<file path="config.mk">
export PLATFORM = sky130hd
export DESIGN_NAME = axi_plugin_mstr_arb
export DESIGN_NICKNAME = d
export VERILOG_FILES = /design/src/rtl/axi_plugin_mstr_arb.sv
export SDC_FILE = /design/constraint.sdc
export NUM_CORES = 1
export LEC_CHECK = 0
export CAP_MARGIN = 10
export CORE_AREA = 2 2 195 197
export CTS_CLUSTER_SIZE = 24
export DETAILED_ROUTE_END_ITERATION = 6
export DIE_AREA = 0 0 197 199
export GPL_TIMING_DRIVEN = 0
export PLACE_DENSITY_LB_ADDON = 0.05
export SYNTH_ARGS = -nofsm -noshare
export SYNTH_HDL_FRONTEND = slang
export SYNTH_SLANG_ARGS = --single-unit
</file>
<file path="constraint.sdc">
create_clock -name ACLK -period 1.8 [get_ports ACLK]
set_input_delay 0.36 -clock ACLK [delete_from_list [all_inputs] [get_ports ACLK]]
set_output_delay 0.36 -clock ACLK [all_outputs]
set_load 0.02 [all_outputs]
</file>
<file path="src/rtl/axi_plugin_mstr_arb.sv">
// Round-robin sharing of one AXI4 master port between N_REQ req/gnt/rvalid requesters.
// Each grant becomes a single-beat read or write; only one transaction is ever outstanding.
module axi_plugin_mstr_arb #(
  parameter int AXI4_ADDRESS_WIDTH = 32,
  parameter int AXI4_DATA_WIDTH    = 32,
  parameter int AXI4_ID_WIDTH      = 16,
  parameter int AXI4_USER_WIDTH    = 10,
  parameter int AXI_STRB_WIDTH     = AXI4_DATA_WIDTH/8,
  parameter int N_REQ              = 2
) (
  input  logic                                        ACLK,
  input  logic                                        ARESETn,
  input  logic [N_REQ-1:0]                            req_i,
  input  logic [N_REQ-1:0]                            we_i,
  input  logic [N_REQ-1:0][AXI4_ADDRESS_WIDTH-1:0]    addr_i,
  input  logic [N_REQ-1:0][AXI4_DATA_WIDTH-1:0]       wdata_i,
  input  logic [N_REQ-1:0][AXI_STRB_WIDTH-1:0]        be_i,
  output logic [N_REQ-1:0]                            gnt_o,
  output logic [N_REQ-1:0]                            rvalid_o,
  output logic [AXI4_DATA_WIDTH-1:0]                  rdata_o,
  output logic                                        err_o,
  output logic [AXI4_ID_WIDTH-1:0]                    AWID_o,
  output logic [AXI4_ADDRESS_WIDTH-1:0]               AWADDR_o,
  output logic [7:0]                                  AWLEN_o,
  output logic [2:0]                                  AWSIZE_o,
  output logic [1:0]                                  AWBURST_o,
  output logic                                        AWLOCK_o,
  output logic [3:0]                                  AWCACHE_o,
  output logic [2:0]                                  AWPROT_o,
  output logic [3:0]                                  AWREGION_o,
  output logic [AXI4_USER_WIDTH-1:0]                  AWUSER_o,
  output logic [3:0]                                  AWQOS_o,
  output logic                                        AWVALID_o,
  input  logic                                        AWREADY_i,
  output logic [AXI4_DATA_WIDTH-1:0]                  WDATA_o,
  output logic [AXI_STRB_WIDTH-1:0]                   WSTRB_o,
  output logic                                        WLAST_o,
  output logic [AXI4_USER_WIDTH-1:0]                  WUSER_o,
  output logic                                        WVALID_o,
  input  logic                                        WREADY_i,
  input  logic [AXI4_ID_WIDTH-1:0]                    BID_i,
  input  logic [1:0]                                  BRESP_i,
  input  logic [AXI4_USER_WIDTH-1:0]                  BUSER_i,
  input  logic                                        BVALID_i,
  output logic                                        BREADY_o,
  output logic [AXI4_ID_WIDTH-1:0]                    ARID_o,
  output logic [AXI4_ADDRESS_WIDTH-1:0]               ARADDR_o,
  output logic [7:0]                                  ARLEN_o,
  output logic [2:0]                                  ARSIZE_o,
  output logic [1:0]                                  ARBURST_o,
  output logic                                        ARLOCK_o,
  output logic [3:0]                                  ARCACHE_o,
  output logic [2:0]                                  ARPROT_o,
  output logic [3:0]                                  ARREGION_o,
  output logic [AXI4_USER_WIDTH-1:0]                  ARUSER_o,
  output logic [3:0]                                  ARQOS_o,
  output logic                                        ARVALID_o,
  input  logic                                        ARREADY_i,
  input  logic [AXI4_ID_WIDTH-1:0]                    RID_i,
  input  logic [AXI4_DATA_WIDTH-1:0]                  RDATA_i,
  input  logic [1:0]                                  RRESP_i,
  input  logic                                        RLAST_i,
  input  logic [AXI4_USER_WIDTH-1:0]                  RUSER_i,
  input  logic                                        RVALID_i,
  output logic                                        RREADY_o
);
  localparam int IDX_W = $clog2(N_REQ);
  localparam logic [2:0] BEAT_SIZE = 3'($clog2(AXI_STRB_WIDTH));

  typedef enum logic [2:0] {IDLE, WR_ADDR_DATA, WR_RESP, RD_ADDR, RD_DATA} state_t;

  state_t                        state, state_next;
  logic [IDX_W-1:0]              rr_ptr, win, idx;
  logic                          any_req;
  logic [AXI4_ADDRESS_WIDTH-1:0] addr_q;
  logic [AXI4_DATA_WIDTH-1:0]    wdata_q;
  logic [AXI_STRB_WIDTH-1:0]     be_q;
  logic                          aw_valid, w_valid, ar_valid, b_ready, r_ready;
  logic                          aw_done, w_done;
  logic                          unused_in;

  // Scan from rr_ptr upward (wrapping); the descending loop leaves the nearest requester in win.
  always_comb begin
    int s;
    s       = 0;
    win     = rr_ptr;
    any_req = 1'b0;
    for (int i = N_REQ-1; i >= 0; i--) begin
      s = int'(rr_ptr) + i;
      if (s >= N_REQ) s = s - N_REQ;
      if (req_i[IDX_W'(s)]) begin
        win     = IDX_W'(s);
        any_req = 1'b1;
      end
    end
  end

  always_comb begin
    gnt_o = '0;
    if (state == IDLE && any_req && ARESETn) gnt_o[win] = 1'b1;
  end

  assign aw_done = !aw_valid || AWREADY_i;
  assign w_done  = !w_valid  || WREADY_i;

  always_comb begin
    state_next = state;
    case (state)
      IDLE:         if (any_req) state_next = we_i[win] ? WR_ADDR_DATA : RD_ADDR;
      WR_ADDR_DATA: if (aw_done && w_done) state_next = WR_RESP;
      WR_RESP:      if (BVALID_i) state_next = IDLE;
      RD_ADDR:      if (ARREADY_i) state_next = RD_DATA;
      RD_DATA:      if (RVALID_i) state_next = IDLE;
      default:      state_next = IDLE;
    endcase
  end

  always_ff @(posedge ACLK or negedge ARESETn) begin
    if (!ARESETn) state <= IDLE;
    else          state <= state_next;
  end

  always_ff @(posedge ACLK or negedge ARESETn) begin
    if (!ARESETn) begin
      rr_ptr   <= '0;
      idx      <= '0;
      addr_q   <= '0;
      wdata_q  <= '0;
      be_q     <= '0;
      aw_valid <= 1'b0;
      w_valid  <= 1'b0;
      ar_valid <= 1'b0;
      b_ready  <= 1'b0;
      r_ready  <= 1'b0;
      rvalid_o <= '0;
      rdata_o  <= '0;
      err_o    <= 1'b0;
    end else begin
      if (state == IDLE) begin
        aw_valid <= any_req && we_i[win];
        w_valid  <= any_req && we_i[win];
      end else begin
        aw_valid <= (state == WR_ADDR_DATA) && aw_valid && !AWREADY_i;
        w_valid  <= (state == WR_ADDR_DATA) && w_valid  && !WREADY_i;
      end
      ar_valid <= (state_next == RD_ADDR);
      b_ready  <= (state_next == WR_RESP);
      r_ready  <= (state_next == RD_DATA);
      rvalid_o <= '0;
      if (state == IDLE && any_req) begin
        idx     <= win;
        addr_q  <= addr_i[win];
        wdata_q <= wdata_i[win];
        be_q    <= be_i[win];
        rr_ptr  <= (int'(win) == N_REQ-1) ? '0 : win + 1'b1;
      end
      // Bit 1 of the response separates SLVERR/DECERR from OKAY/EXOKAY.
      if (state == WR_RESP && BVALID_i) begin
        rvalid_o[idx] <= 1'b1;
        err_o         <= BRESP_i[1];
        rdata_o       <= '0;
      end
      if (state == RD_DATA && RVALID_i) begin
        rvalid_o[idx] <= 1'b1;
        err_o         <= RRESP_i[1];
        rdata_o       <= RDATA_i;
      end
    end
  end

  assign AWID_o     = AXI4_ID_WIDTH'(idx);
  assign AWADDR_o   = addr_q;
  assign AWLEN_o    = 8'd0;
  assign AWSIZE_o   = BEAT_SIZE;
  assign AWBURST_o  = 2'b01;
  assign AWLOCK_o   = 1'b0;
  assign AWCACHE_o  = 4'd0;
  assign AWPROT_o   = 3'd0;
  assign AWREGION_o = 4'd0;
  assign AWUSER_o   = '0;
  assign AWQOS_o    = 4'd0;
  assign AWVALID_o  = aw_valid;
  assign WDATA_o    = wdata_q;
  assign WSTRB_o    = be_q;
  assign WLAST_o    = 1'b1;
  assign WUSER_o    = '0;
  assign WVALID_o   = w_valid;
  assign BREADY_o   = b_ready;
  assign ARID_o     = AXI4_ID_WIDTH'(idx);
  assign ARADDR_o   = addr_q;
  assign ARLEN_o    = 8'd0;
  assign ARSIZE_o   = BEAT_SIZE;
  assign ARBURST_o  = 2'b01;
  assign ARLOCK_o   = 1'b0;
  assign ARCACHE_o  = 4'd0;
  assign ARPROT_o   = 3'd0;
  assign ARREGION_o = 4'd0;
  assign ARUSER_o   = '0;
  assign ARQOS_o    = 4'd0;
  assign ARVALID_o  = ar_valid;
  assign RREADY_o   = r_ready;

  // IDs, user sideband and RLAST are intentionally ignored on the return path.
  assign unused_in = ^{BID_i, BUSER_i, BRESP_i[0], RID_i, RLAST_i, RUSER_i, RRESP_i[0]};
endmodule
</file>
Word-level counts from Yosys, hierarchy flattened
Cells that the tools add are included.
{"block": "classes", "eq_ne": 7, "n_mux": 39, "addsub": 4, "magnitude_cmp": 8, "n_bitwise": 1, "reduce_logical": 20}
{"operator": "32-bit 2-to-1 mux", "n": 6}
{"operator": "1-bit 2-to-1 mux", "n": 19}
{"operator": "3-bit 2-to-1 mux", "n": 5}
{"operator": "3-bit one-hot mux with 5 select lines", "n": 1}
{"operator": "3-bit by 2-bit == test with 1-bit output, second input constant", "n": 4}
{"operator": "1-bit logical AND", "n": 12}
{"operator": "2-bit 2-to-1 mux", "n": 4}
{"operator": "4-bit 2-to-1 mux", "n": 2}
{"operator": "3-bit == test, second input constant", "n": 2}
{"operator": "1-bit by 3-bit less-than comparator with 1-bit output, second input constant", "n": 2}
{"operator": "1-bit logical NOT", "n": 4}
{"operator": "1-bit by 2-bit less-than comparator with 1-bit output, second input constant", "n": 2}
{"operator": "3-bit by 1-bit == test with 1-bit output, second input constant", "n": 1}
{"operator": "3-bit logical NOT", "n": 1}
{"operator": "1-bit by 1-bit adder with 2-bit output, second input constant", "n": 1}
{"operator": "1-bit demux with 1-bit select", "n": 2}
{"operator": "1-bit greater-or-equal comparator, second input constant", "n": 2}
{"operator": "1-bit by 2-bit greater-or-equal comparator with 1-bit output, second input constant", "n": 1}
{"operator": "2-bit greater-or-equal comparator, second input constant", "n": 1}
{"operator": "1-bit logical OR", "n": 2}
{"operator": "2-bit OR", "n": 1}
{"operator": "2-bit nonzero test", "n": 1}
{"operator": "1-bit subtractor, second input constant", "n": 2}
{"operator": "1-bit adder, second input constant", "n": 1}
{"block": "word_totals", "word_cells": 93, "out_inout_bits": 263, "input_bits": 236, "register_bits": 113}

Logic depth before layout (Yosys ltp)
{"block": "depth", "depth_word": 14, "depth_mapped": 6}

Worst setup path after synthesis
No wires, ideal clock.
{"block": "synth_timing", "path_type": "reg-to-output", "startpoint": "register state[2]", "endpoint": "output port gnt_o[0]", "n_path_buf": 3, "path_stages_with_launch": 7, "setup_slack_ps": -127, "t_arrival_ps": 1567, "path_cell_list": "dfrtp_1 > buf_2 > nor4b_4 > buf_2 > buf_4 > nand2_1 > nor2_1"}
{"block": "synth_between", "elab_chain_len": 4}
{"item": "from (decl)", "line": "72", "rtl": "state_t state, state_next;"}
{"item": "from (signal assigned)", "line": "120", "rtl": "else state <= state_next;"}
{"item": "3-bit logical NOT", "line": "100", "rtl": "if (state == IDLE && any_req && ARESETn) gnt_o[win] = 1'b1;"}
{"item": "1-bit logical AND (2 in a row)", "line": "100"}
{"item": "2-bit 2-to-1 mux", "line": "100"}
{"item": "to (decl)", "line": "18", "rtl": "output logic [N_REQ-1:0] gnt_o,"}
No other way between the ends.

Worst setup path in the final report
{"block": "layout_timing", "startpoint": "register state[2]", "endpoint": "output port gnt_o[1]"}
The elaborated chain is that of the path after synthesis.

==> results.tsv <==
stage	metric	value	unit
outcome	status	finished, violations left	
outcome	failing checks	negative hold slack, negative setup slack	
finish	share of cells above drive strength 1	0.2287	
clock_network	clock latency on the worst-skew pair	0.41	ns
clock_network	Clock Pin Slew Worst Setup and Hold Paths	0.06	ns
routing	Post-Route WL	23970	um
routing	DRC violations left	0	
yosys	Post-synth top cells	buf_4, dfrtp_1, nor2_1	
yosys	Mapped Avg Cell Area	10.31	um^2
flow_run	max_cap viols	0	
clock_network	CTS tree	built	
yosys	post-synthesis xor/xnor area fraction	0.001465	
pwr	Switching Fraction	0.4113	
finish	Antenna Cells	0	
clock_network	CTS Sinks	113	
finish	final instance area	11120	um^2
yosys	Synth top area share	0.4731	
critical_path	Startpoint Class	register	
routing	remaining antenna violation count	0	
global_routing	grt total ovfl	0	
floorplanning	Die Ht	199	um
yosys	Unique masters post-synth	31	
yosys	register area share after synthesis	0.4731	
placement	dpl cells	1495	
pwr	combinational power share	0.533	
yosys	largest family of logic cells by synthesized area	buffers and inverters	
sta	WHS	-0.02119	ns
pwr	switching power	0.007037	W
yosys	FFs w/ async S/R, synth	1.000	
routing	routed vias/inst	3.452	
routing	DRT Pass-1 Iters	4	
finish	fin cells	1541	
global_routing	largest net degree at the start of global routing	62	
yosys	post-synthesis mux area share	0.1193	
yosys	Mapped Cells	580	
sta	Final WS setup	-0.3035	ns
yosys	Synth Area in Adders	0	
sta	Tcrit/Tclk final	1.169	
sta	RSZ-0062 raised after global routing	true	
critical_path	Crit path arrival time	1.74	ns
hold_path	Min-Delay Path Class	in -> async	
finish	Filler Cell Count	3956	
pwr	sequential power share	0.254	
placement	gpl congestion	0.6773	
clock_network	TritonCTS Buffers	17	
critical_path	CP Capture Type	output pin	
floorplanning	Placeable Area	37130	um^2
yosys	YS warnings	0	
finish	FF+latch area	2831	um^2
finish	synthesis-to-layout area growth	86.06	%
yosys	Mapped Area	5977	um^2
clock_network	H-tree Lvls	4	
placement	Port-buffer cells	323	
clock_network	CTS root buf	clkbuf_16	
pwr	cell area power density	1538	nW/um^2
yosys	area leader, netlist	dfrtp_1	
sta	max-slew violation count	0	
global_routing	first-pass GRT wire length	34090	um
yosys	Compound-Gate Fraction of Synth Area	0.1122	
finish	final core occ	0.2995	
floorplanning	Initial Util	0.1610	
routing	Detailed Route Iter0 Violations	87	
global_routing	initial antenna violation count	0	
critical_path	Critical Path RT	1.44	ns
pwr	Leak	5.649	nW
placement	placed wire-length estimate	18080	um
pwr	maximum VDD drop	0.0006842	V
critical_path	maximum fanout along the worst path	4	
sta	min cycle time layout	2.104	ns
critical_path	crit path kind	reg -> out	
yosys	simple-gate portion of the synthesized area	0.07201	
sta	Setup Viol. Count Final	2	
global_routing	Tot GR Track Use	0.1166	
routing	via count	5320	
routing	Avg WL per Cell	15.56	um
floorplanning	Ports	499	
floorplanning	full die area	39200	um^2
sta	Final Hold Violating Endpoints	11	
yosys	dominant cells by area after synthesis	dfrtp_1, buf_4, mux2i_1, a21oi_1, a22o_1	
yosys	ys flop type	dfrtp_1	
floorplanning	FP Rows	71	
clock_network	Clock Tree Buf Depth	2	
sta	Worst Skew	0.01020	ns
yosys	post-synthesis register bit count	113	
floorplanning	Die X	197	um
yosys	cell with the most instances after synthesis	buf_4	
pwr	clock share of power	0.213	
finish	Total Nets Final	1290	
global_routing	vias in the first global route	5295	
yosys	Post-synth EDFFs	0	
sta	Max Freq	0.4754	GHz
finish	area of the multi-input gates	2305	um^2
placement	Cell Area, Placed	10280	um^2
pwr	Int Pwr	0.01007	W
sta	setup TNS	-0.5799	ns
per-stage QoR:
step / power, W / worst slack, ns
2_1_floorplan: 0.009543 / 0.008358
3_3_place_gp: 0.01413 / -5.290
3_5_place_dp: 0.01409 / -1.756
4_1_cts: 0.01753 / -0.3634
5_1_grt: 0.01828 / -0.4211
6_report: 0.01711 / -0.3035
logic make-up after synthesis:
| group | after synthesis |
|---|---|
| AOI/OAI and AO/OA | 108 |
| xor gates and xnor gates | 1 |
| buffers and inverters | 190 |
| DFF | 113 |
| muxes | 71 |
| other | 2 |
| and+or+nand+nor | 95 |
flip-flops by register name (all words and copies together), names as in the netlist:
name and count:
BREADY_o 1, state 3, idx 1, AWVALID_o 1, rdata_o 32, ARVALID_o 1
rvalid_o 2, rr_ptr 1, err_o 1, WVALID_o 1, WSTRB_o 4, ARADDR_o 32
RREADY_o 1, WDATA_o 32
worst max-delay path: stages (launching register included):
cell	delay, ns
dfrtp_2	0.43
nor4b_4	0.34
buf_6	0.18
buf_6	0.10
and3_4	0.17
buf_6	0.12
metal layers:
layer | routed length (um) | up-vias | GRT usage
li1 | - | 2643 | -
met1 | 9956 | 2445 | 0.1397
met2 | 11790 | 223 | 0.1980
met3 | 2086 | 9 | 0.04340
met4 | 138 | 0 | 0.02757
met5 | 0 | - | 0
cell usage in the layout (no fill, tap or decap), drive strengths merged, types with 6 or more instances in the layout:
master and n:
a21oi 68, a22o 32, buf 195, clkbuf 25, clkdlybuf4s50 217, clkinv 6
conb 119, dfrtp 113, dlygate4sd2 71, dlymetal6s2s 32, inv 6, mux2i 69
nand2 7, nor2 73
repair_timing:
action | CTS | global route
endpoints found under the hold margin | 52 | 35
buffers inserted | 10 | 2
pin swaps | 2 | 2
gates cloned | 0 | 0
gates resized for setup | 101 | 56
setup endpoints to repair | 146 | 102
cell type report:
| class | instances | share of cell area |
|---|---|---|
| plain buffers | 185 | 0.1208 |
| inverters | 3 | 0.001013 |
| well taps | 474 | 0.05333 |
| multi-input cells | 394 | 0.2072 |
| repair buffers | 340 | 0.3073 |
| clock buffers | 18 | 0.03949 |
| flip-flops and latches | 113 | 0.2546 |
| clock inverters | 14 | 0.01620 |
worst paths after layout:
| check | slack, ns | cells after the start | from | endpoint |
|---|---|---|---|---|
| max in group asynchronous | 0.14 | 4 | ARESETn | WDATA_o[10] |
| worst min register to register | 0.51 | 1 | rdata_o[2] | rdata_o[2] |
| worst min-delay path | -0.02 | 2 | ARESETn | rdata_o[27] |
| min in group ACLK | 0.51 | 1 | rdata_o[2] | rdata_o[2] |
| worst max register to register | 0.09 | 5 | state[1] | err_o |
| worst max-delay path | -0.30 | 5 | state[2] | gnt_o[1] |
power by group through the flow:
| stage | Sequential (W) | Combinational (W) | Clock (W) |
|---|---|---|---|
| final | 0.00435 | 0.00911 | 0.00365 |
| after global routing | 0.00453 | 0.00985 | 0.00390 |
| after CTS | 0.00440 | 0.00933 | 0.00380 |
| after detailed placement | 0.00440 | 0.00969 | 0 |
| after global placement | 0.00441 | 0.00972 | 0 |
| after floorplan | 0.00553 | 0.00401 | 0 |
(Power assumes the default switching activity.)
